===== src/rtl/fp_sub_seq.sv =====
// fp_sub_seq: sequential binary16 subtractor (diff = opA - opB).
// Operands are captured once and then handled one step per cycle:
// align the smaller operand, add or subtract, normalise, then round.
// Encoding 31 in the exponent field is an ordinary finite exponent.
// Any result exponent above 30 saturates to {sign, 5'h1F, 0}.
`timescale 1ns/1ps
module fp_sub_seq #(
    parameter int EXP_W     = 5,
    parameter int MAN_W     = 10,
    parameter int ALIGN_CAP = MAN_W + 3
) (
    input  logic                   clock,
    input  logic                   reset_n,
    input  logic                   in_valid,
    output logic                   in_ready,
    input  logic [EXP_W+MAN_W:0]   opA,
    input  logic [EXP_W+MAN_W:0]   opB,
    output logic                   out_valid,
    input  logic                   out_ready,
    output logic [EXP_W+MAN_W:0]   diff,
    output logic                   busy
);

    localparam int FW = 1 + EXP_W + MAN_W;   // packed fp width
    localparam int MW = MAN_W + 4;           // hidden + stored mantissa + guard/round/sticky
    localparam int SW = MW + 1;              // plus carry bit
    localparam int EW = EXP_W + 2;           // headroom for carry and rounding increments
    localparam int KW = $clog2(ALIGN_CAP + 1);

    localparam logic [EW-1:0] E_ONE = EW'(1);
    localparam logic [EW-1:0] E_MAX = EW'((1 << EXP_W) - 2);
    localparam logic [EW-1:0] E_CAP = EW'(ALIGN_CAP);

    typedef enum logic [2:0] {
        S_IDLE   = 3'd0,
        S_ALIGN  = 3'd1,
        S_ADDSUB = 3'd2,
        S_NORM   = 3'd3,
        S_ROUND  = 3'd4,
        S_DONE   = 3'd5
    } state_t;

    state_t state_q, state_d;

    logic [MW-1:0] big_q, big_d;
    logic [MW-1:0] sml_q, sml_d;
    logic [SW-1:0] sum_q, sum_d;
    logic [EW-1:0] exp_q, exp_d;
    logic          sign_q, sign_d;
    logic          add_q, add_d;
    logic [KW-1:0] k_q, k_d;
    logic [FW-1:0] diff_q, diff_d;

    // Round-half-even on guard/round/sticky, then pack to binary16.
    function automatic logic [FW-1:0] round_pack(input logic s,
                                                 input logic [EW-1:0] e,
                                                 input logic [MW-1:0] m);
        logic [MAN_W+1:0] r;
        logic [EW-1:0]    e2;
        logic             up;
        logic [FW-1:0]    res;
        up = m[2] & (m[1] | m[0] | m[3]);
        r  = {1'b0, m[MW-1:3]} + {{(MAN_W+1){1'b0}}, up};
        e2 = e;
        if (r[MAN_W+1]) begin
            r  = r >> 1;
            e2 = e + 1'b1;
        end
        if (r == '0) begin
            res = '0;
        end else if (e2 > E_MAX) begin
            res = {s, {EXP_W{1'b1}}, {MAN_W{1'b0}}};
        end else if (!r[MAN_W]) begin
            res = {s, {EXP_W{1'b0}}, r[MAN_W-1:0]};
        end else begin
            res = {s, e2[EXP_W-1:0], r[MAN_W-1:0]};
        end
        return res;
    endfunction

    // Operand decode: subnormals get effective exponent 1 and no hidden bit.
    logic          sA, sB;
    logic [EW-1:0] eA, eB, dexp;
    logic [MW-1:0] mA, mB;
    logic          a_big;

    assign sA    = opA[FW-1];
    assign sB    = opB[FW-1];
    assign eA    = (opA[FW-2:MAN_W] == '0) ? E_ONE : EW'(opA[FW-2:MAN_W]);
    assign eB    = (opB[FW-2:MAN_W] == '0) ? E_ONE : EW'(opB[FW-2:MAN_W]);
    assign mA    = {(opA[FW-2:MAN_W] != '0), opA[MAN_W-1:0], 3'b000};
    assign mB    = {(opB[FW-2:MAN_W] != '0), opB[MAN_W-1:0], 3'b000};
    assign a_big = {eA, mA} >= {eB, mB};
    assign dexp  = a_big ? (eA - eB) : (eB - eA);

    // Normalisation is finished when there is no carry and no further left shift applies.
    logic norm_done;
    assign norm_done = !sum_q[SW-1] && !(!sum_q[MW-1] && (exp_q > E_ONE));

    // State register; reset aborts any operation in flight.
    always_ff @(posedge clock or negedge reset_n) begin
        if (!reset_n) begin
            state_q <= S_IDLE;
            diff_q  <= '0;
        end else begin
            state_q <= state_d;
            diff_q  <= diff_d;
        end
    end

    // Next-state logic.
    always_comb begin
        state_d = state_q;
        case (state_q)
            S_IDLE:   if (in_valid) state_d = S_ALIGN;
            S_ALIGN:  if (k_q == '0) state_d = S_ADDSUB;
            S_ADDSUB: state_d = S_NORM;
            S_NORM:   if (norm_done) state_d = S_ROUND;
            S_ROUND:  state_d = S_DONE;
            S_DONE:   if (out_ready) state_d = S_IDLE;
            default:  state_d = S_IDLE;
        endcase
    end

    // Handshake outputs decoded from the state.
    always_comb begin
        in_ready  = (state_q == S_IDLE);
        busy      = (state_q != S_IDLE);
        out_valid = (state_q == S_DONE);
        diff      = diff_q;
    end

    // Datapath next-state: one alignment or normalisation shift per cycle.
    always_comb begin
        big_d  = big_q;
        sml_d  = sml_q;
        sum_d  = sum_q;
        exp_d  = exp_q;
        sign_d = sign_q;
        add_d  = add_q;
        k_d    = k_q;
        diff_d = diff_q;
        case (state_q)
            S_IDLE: begin
                if (in_valid) begin
                    big_d  = a_big ? mA : mB;
                    sml_d  = a_big ? mB : mA;
                    exp_d  = a_big ? eA : eB;
                    sign_d = a_big ? sA : ~sB;
                    add_d  = sA ^ sB;
                    k_d    = (dexp > E_CAP) ? KW'(ALIGN_CAP) : dexp[KW-1:0];
                end
            end
            S_ALIGN: begin
                if (k_q != '0) begin
                    sml_d = {1'b0, sml_q[MW-1:2], sml_q[1] | sml_q[0]};
                    k_d   = k_q - 1'b1;
                end
            end
            S_ADDSUB: begin
                sum_d = add_q ? ({1'b0, big_q} + {1'b0, sml_q})
                              : ({1'b0, big_q} - {1'b0, sml_q});
            end
            S_NORM: begin
                if (sum_q[SW-1]) begin
                    sum_d = {1'b0, sum_q[SW-1:2], sum_q[1] | sum_q[0]};
                    exp_d = exp_q + 1'b1;
                end else if (!sum_q[MW-1] && (exp_q > E_ONE)) begin
                    sum_d = sum_q << 1;
                    exp_d = exp_q - 1'b1;
                end
            end
            S_ROUND: begin
                diff_d = round_pack(sign_q, exp_q, sum_q[MW-1:0]);
            end
            default: ;
        endcase
    end

    // Datapath registers; contents are only meaningful while busy.
    always_ff @(posedge clock) begin
        big_q  <= big_d;
        sml_q  <= sml_d;
        sum_q  <= sum_d;
        exp_q  <= exp_d;
        sign_q <= sign_d;
        add_q  <= add_d;
        k_q    <= k_d;
    end

endmodule


===== config.mk =====
export PLATFORM = sky130hd
export DESIGN_NAME = fp_sub_seq
export DESIGN_NICKNAME = d
export VERILOG_FILES = /design/src/rtl/fp_sub_seq.sv
export SDC_FILE = /design/constraint.sdc
export NUM_CORES = 1
export LEC_CHECK = 0
export ABC_AREA = 1
export BUFFER_PORTS_ARGS = -buffer_cell sky130_fd_sc_hd__buf_2
export CAP_MARGIN = 15
export CELL_PAD_IN_SITES_DETAIL_PLACEMENT = 2
export CELL_PAD_IN_SITES_GLOBAL_PLACEMENT = 2
export CORE_ASPECT_RATIO = 0.9
export CORE_UTILIZATION = 38
export CTS_CLUSTER_DIAMETER = 80
export DETAILED_ROUTE_END_ITERATION = 8
export PLACE_DENSITY = 0.95
export SYNTH_ARGS = -nofsm -noshare
export SYNTH_HDL_FRONTEND = slang
export SYNTH_SLANG_ARGS = --single-unit

===== constraint.sdc =====
create_clock -name clock -period 4.15 [get_ports clock]
set_clock_uncertainty 0.1 [all_clocks]
set_input_delay 0.83 -clock clock [delete_from_list [all_inputs] [get_ports clock]]
set_output_delay 0.83 -clock clock [all_outputs]
set_load 0.01 [all_outputs]

==> results.md <==
- Chip width: between 100 and 150 um
- Nets: around 920
- Die H: 120 um
- Vias per inst: roughly 5.5
- CP endpoint kind: register
- Total Power: roughly 5100 uW
- Share of cells above drive strength 1: around 16%
- Most frequent cells in the layout: nand2_1 (191), inv_1 (109), nor2_1 (61), buf_2 (54), edfxtp_1 (53)
- PnR worst setup slack: around 0.39 ns
- Classification of the worst setup path: primary input to register
- Max cap viols: 0
- Die area: between 15,000 and 20,000 um^2
- Sequential share of the synthesized area: 35.0%
- GR Layer Usage met1: between 30% and 40%
- First-pass GRT wire length: about 37,000 um
- Antenna Nets Post-Route: 0
- Postcts setup bufs: 0
- Initial Util: 39.5%
- Synth Cell Area: 5910 um^2
- CTS buffer count: 9
- Setup slack, reg-to-reg: 0.47 ns
- Reg2reg path depth: 19
- # diodes: 0
- Worst path max stage delay: ~0.44 ns
- Vias: 5,772
- Clk_lat worst skew: 0.37 ns
- CP max stage cell: buf_4
- PortBufs: 54
- Drt first pass iters: 4
- All-layer global routing usage: a little under a third
- DRT Wirelength: between 20,000 and 25,000 um
- DP HPWL: 16,500 um
- Relative slew margins: between 40% and 50%
- Avg Inst Size Synth: 7.46 um^2
- Worst reg2reg endpoint: sum_q[14]$_DFFE_PP_
- Lkg Pwr: between 0.003 and 0.004 uW
- Syn Inst Count: ~800
- Worst path buffer plus inverter count: 3
- Setup Total Neg Slack: 0 ns
- Reg-to-reg startpoint: sml_q[0]$_SDFFCE_PN0P_
- RSZ-0062 raised after global routing: false
- Distinct cells, synth: 46
- Core region area: 15,000 um^2
- Worst endpoint data arrival time: around 3.7 ns
- Final hold violations: 0
- Achievable Freq: between 0.2 and 0.3 GHz
- WL per Instance: approximately 22 um
- Post-synth EDFFs: 53
- CTS tree: built
- #FFs+latches synth: 72
- Placed Cells: 1,030
- CTS H-tree lvls: 3
- CTS sink count: just over 70
- Clock-pin slew on the worst setup and hold paths: around 0.07 ns
- Root Buffer: clkbuf_16
- Status: finished, final reports clean
- Area growth, synth to finish: 13.1%
- Async SR Flop Fraction: between 20% and 30%
- Post_cts resized: 0
- Post-CTS Hold Fix Bufs: 0
- Crit path from: opA[13]
- # rows: 42
- CP Data Required Time: 4.13 ns
- Routing usage on met3: under 10%
- Synth Flop Type: edfxtp_1
- Met2 GRT Util: 56.0%
- Hold Path Class: primary input to asynchronous set/reset pin
- Final setup violation count: 0
- Max-slew violation count: 0
- CP Max Fanout: between 40 and 50
- CP top delay family: simple AND/OR/NAND/NOR gates
- Cells along the critical path: buf_2 > nor3_1 > nand3_1 > nand2_1 > inv_1 > ha_1 > nand2_1 > a21oi_1 > nor2_1 > nor2_2 > nor2_4 > nand2_2 > buf_4 > a21oi_1 > o21ai_1 > o21ai_1
- Detailed Route Iter0 Violations: around 260
- CTS max path bufs: 2
- Commonest non-fill, non-tap cell in the layout: nand2_1
- Net count after synthesis: slightly below 900
- VDD IR max: a little under 300 uV
- GRT busiest layer: met2
- CP Launch Type: primary input
- Via count of the first global-routing pass: between 6,000 and 7,000
- Io pins: 55
- Remaining DRCs: 0
- Worst setup path end: sml_q[3]$_DFFE_PP_
- Pwr per Cell Area: ~760 nW/um^2
- Non-filler instance count after layout: between 1,000 and 1,500
- Post-layout util: about 45%
- Initial antenna violation count: 1
- Largest net degree at the start of global routing: 47
- Ys Warns: 0
- Congestion Overflow GR: 0
- WP depth: 16
- Tmin final: 3.76 ns
- Period utilization: about nine tenths
- Global placement routability congestion: 0.824
- Slew @ Worst Pin: about 0.85 ns
- Post-place setup slack: around 0.18 ns
## metal layers
metal | up-vias | share of wire [%]
li1 | 2711 | -
met1 | 2852 | 41
met2 | 148 | 52
met3 | 59 | 3.0
met4 | 2 | 4.1
met5 | - | 0.055
## kinds of logic after synthesis
group	after synthesis	share of synthesized area, %
buf+inv	141	9.58
flops	72	35.0
xor+xnor	32	4.74
compound gates	140	13.3
simple gates	368	28.8
fa+ha+maj	40	8.59
## worst reg2reg max path, stage by stage, from the launching register on
cell and delay [ns]:
edfxtp_1 0.42, inv_1 0.14, ha_1 0.24, nand2_1 0.08, nor2_1 0.12, nand3_1 0.12, nor3_1 0.24, nand2_1 0.15
nor2_1 0.16, nand2_1 0.09, nand2_1 0.09, xor2_1 0.08, ha_1 0.38, inv_1 0.13, nor3_1 0.33, inv_1 0.09
o2111ai_1 0.27, nand2_1 0.09, nand2_1 0.07, nor2_1 0.05
## state kept, by name, indices dropped and copies added, names as in the netlist
signal / cells
add_q: 1
big_q: 11
diff: 16
exp_q: 7
k_q: 4
sign_q: 1
sml_q: 14
state_q: 3
sum_q: 15
## cell usage after synthesis (3+ instances only)
master	count	area share (%)
a21o_1	3	0.38
a21oi_1	39	3.3
a31oi_1	4	0.42
buf_2	5	0.42
buf_6	3	0.57
clkbuf_1	14	0.89
dfrtp_1	19	8.0
edfxtp_1	53	27
ha_1	39	8.3
inv_1	109	6.9
inv_2	6	0.38
nand2_1	191	12
nand2_2	13	1.4
nand3_1	50	4.2
nand3_2	7	1.2
nand4_1	10	1.1
nor2_1	61	3.9
nor2_4	7	1.3
nor3_1	14	1.2
nor3_2	5	0.85
o21ai_0	49	4.1
o21ai_1	21	1.8
o21ai_2	5	0.74
o21bai_1	3	0.38
o22ai_1	7	0.74
or2_2	4	0.42
xnor2_1	3	0.44
xor2_1	29	4.3
## report_power, final
part           internal [uW]  switching (uW)
registers               1210             269
logic                    851            1890
clock network            485             372
total                   2550            2530
## stage by stage
stage | cell area, um^2 | hold WS, ns
detailed placement | 6370 | 0.364
global route | 6690 | 0.333
finish | 6690 | 0.308
floorplan | 5910 | 0.345
global placement | 6370 | 0.360
CTS | 6690 | 0.324
## cell type report
class	count	area [um^2]
Tap cell	198	248
Timing Repair Buffer	63	338
Inverter	117	440
Clock buffer	11	275
Sequential cell	72	2070
Clock inverter	5	41.3
Multi-Input combinational cell	580	3280
Fill cell	1758	8290
## worst min path at each step
stage / startpoint / endpoint / slack, ns / cells after the start
detailed placement: diff[2]$_DFFE_PN0P_ / diff[2]$_DFFE_PN0P_ / 0.36 / 2
finish: reset_n / state_q[0]$_DFFE_PN0P_ / 0.31 / 1
CTS: reset_n / diff[5]$_DFFE_PN0P_ / 0.32 / 1
floorplan: sign_q$_DFFE_PP_ / diff[15]$_DFFE_PN0P_ / 0.35 / 2
global route: reset_n / diff[7]$_DFFE_PN0P_ / 0.33 / 1
global placement: diff[9]$_DFFE_PN0P_ / diff[9]$_DFFE_PN0P_ / 0.36 / 2
No activity file was read; power rests on OpenSTA's default activity.
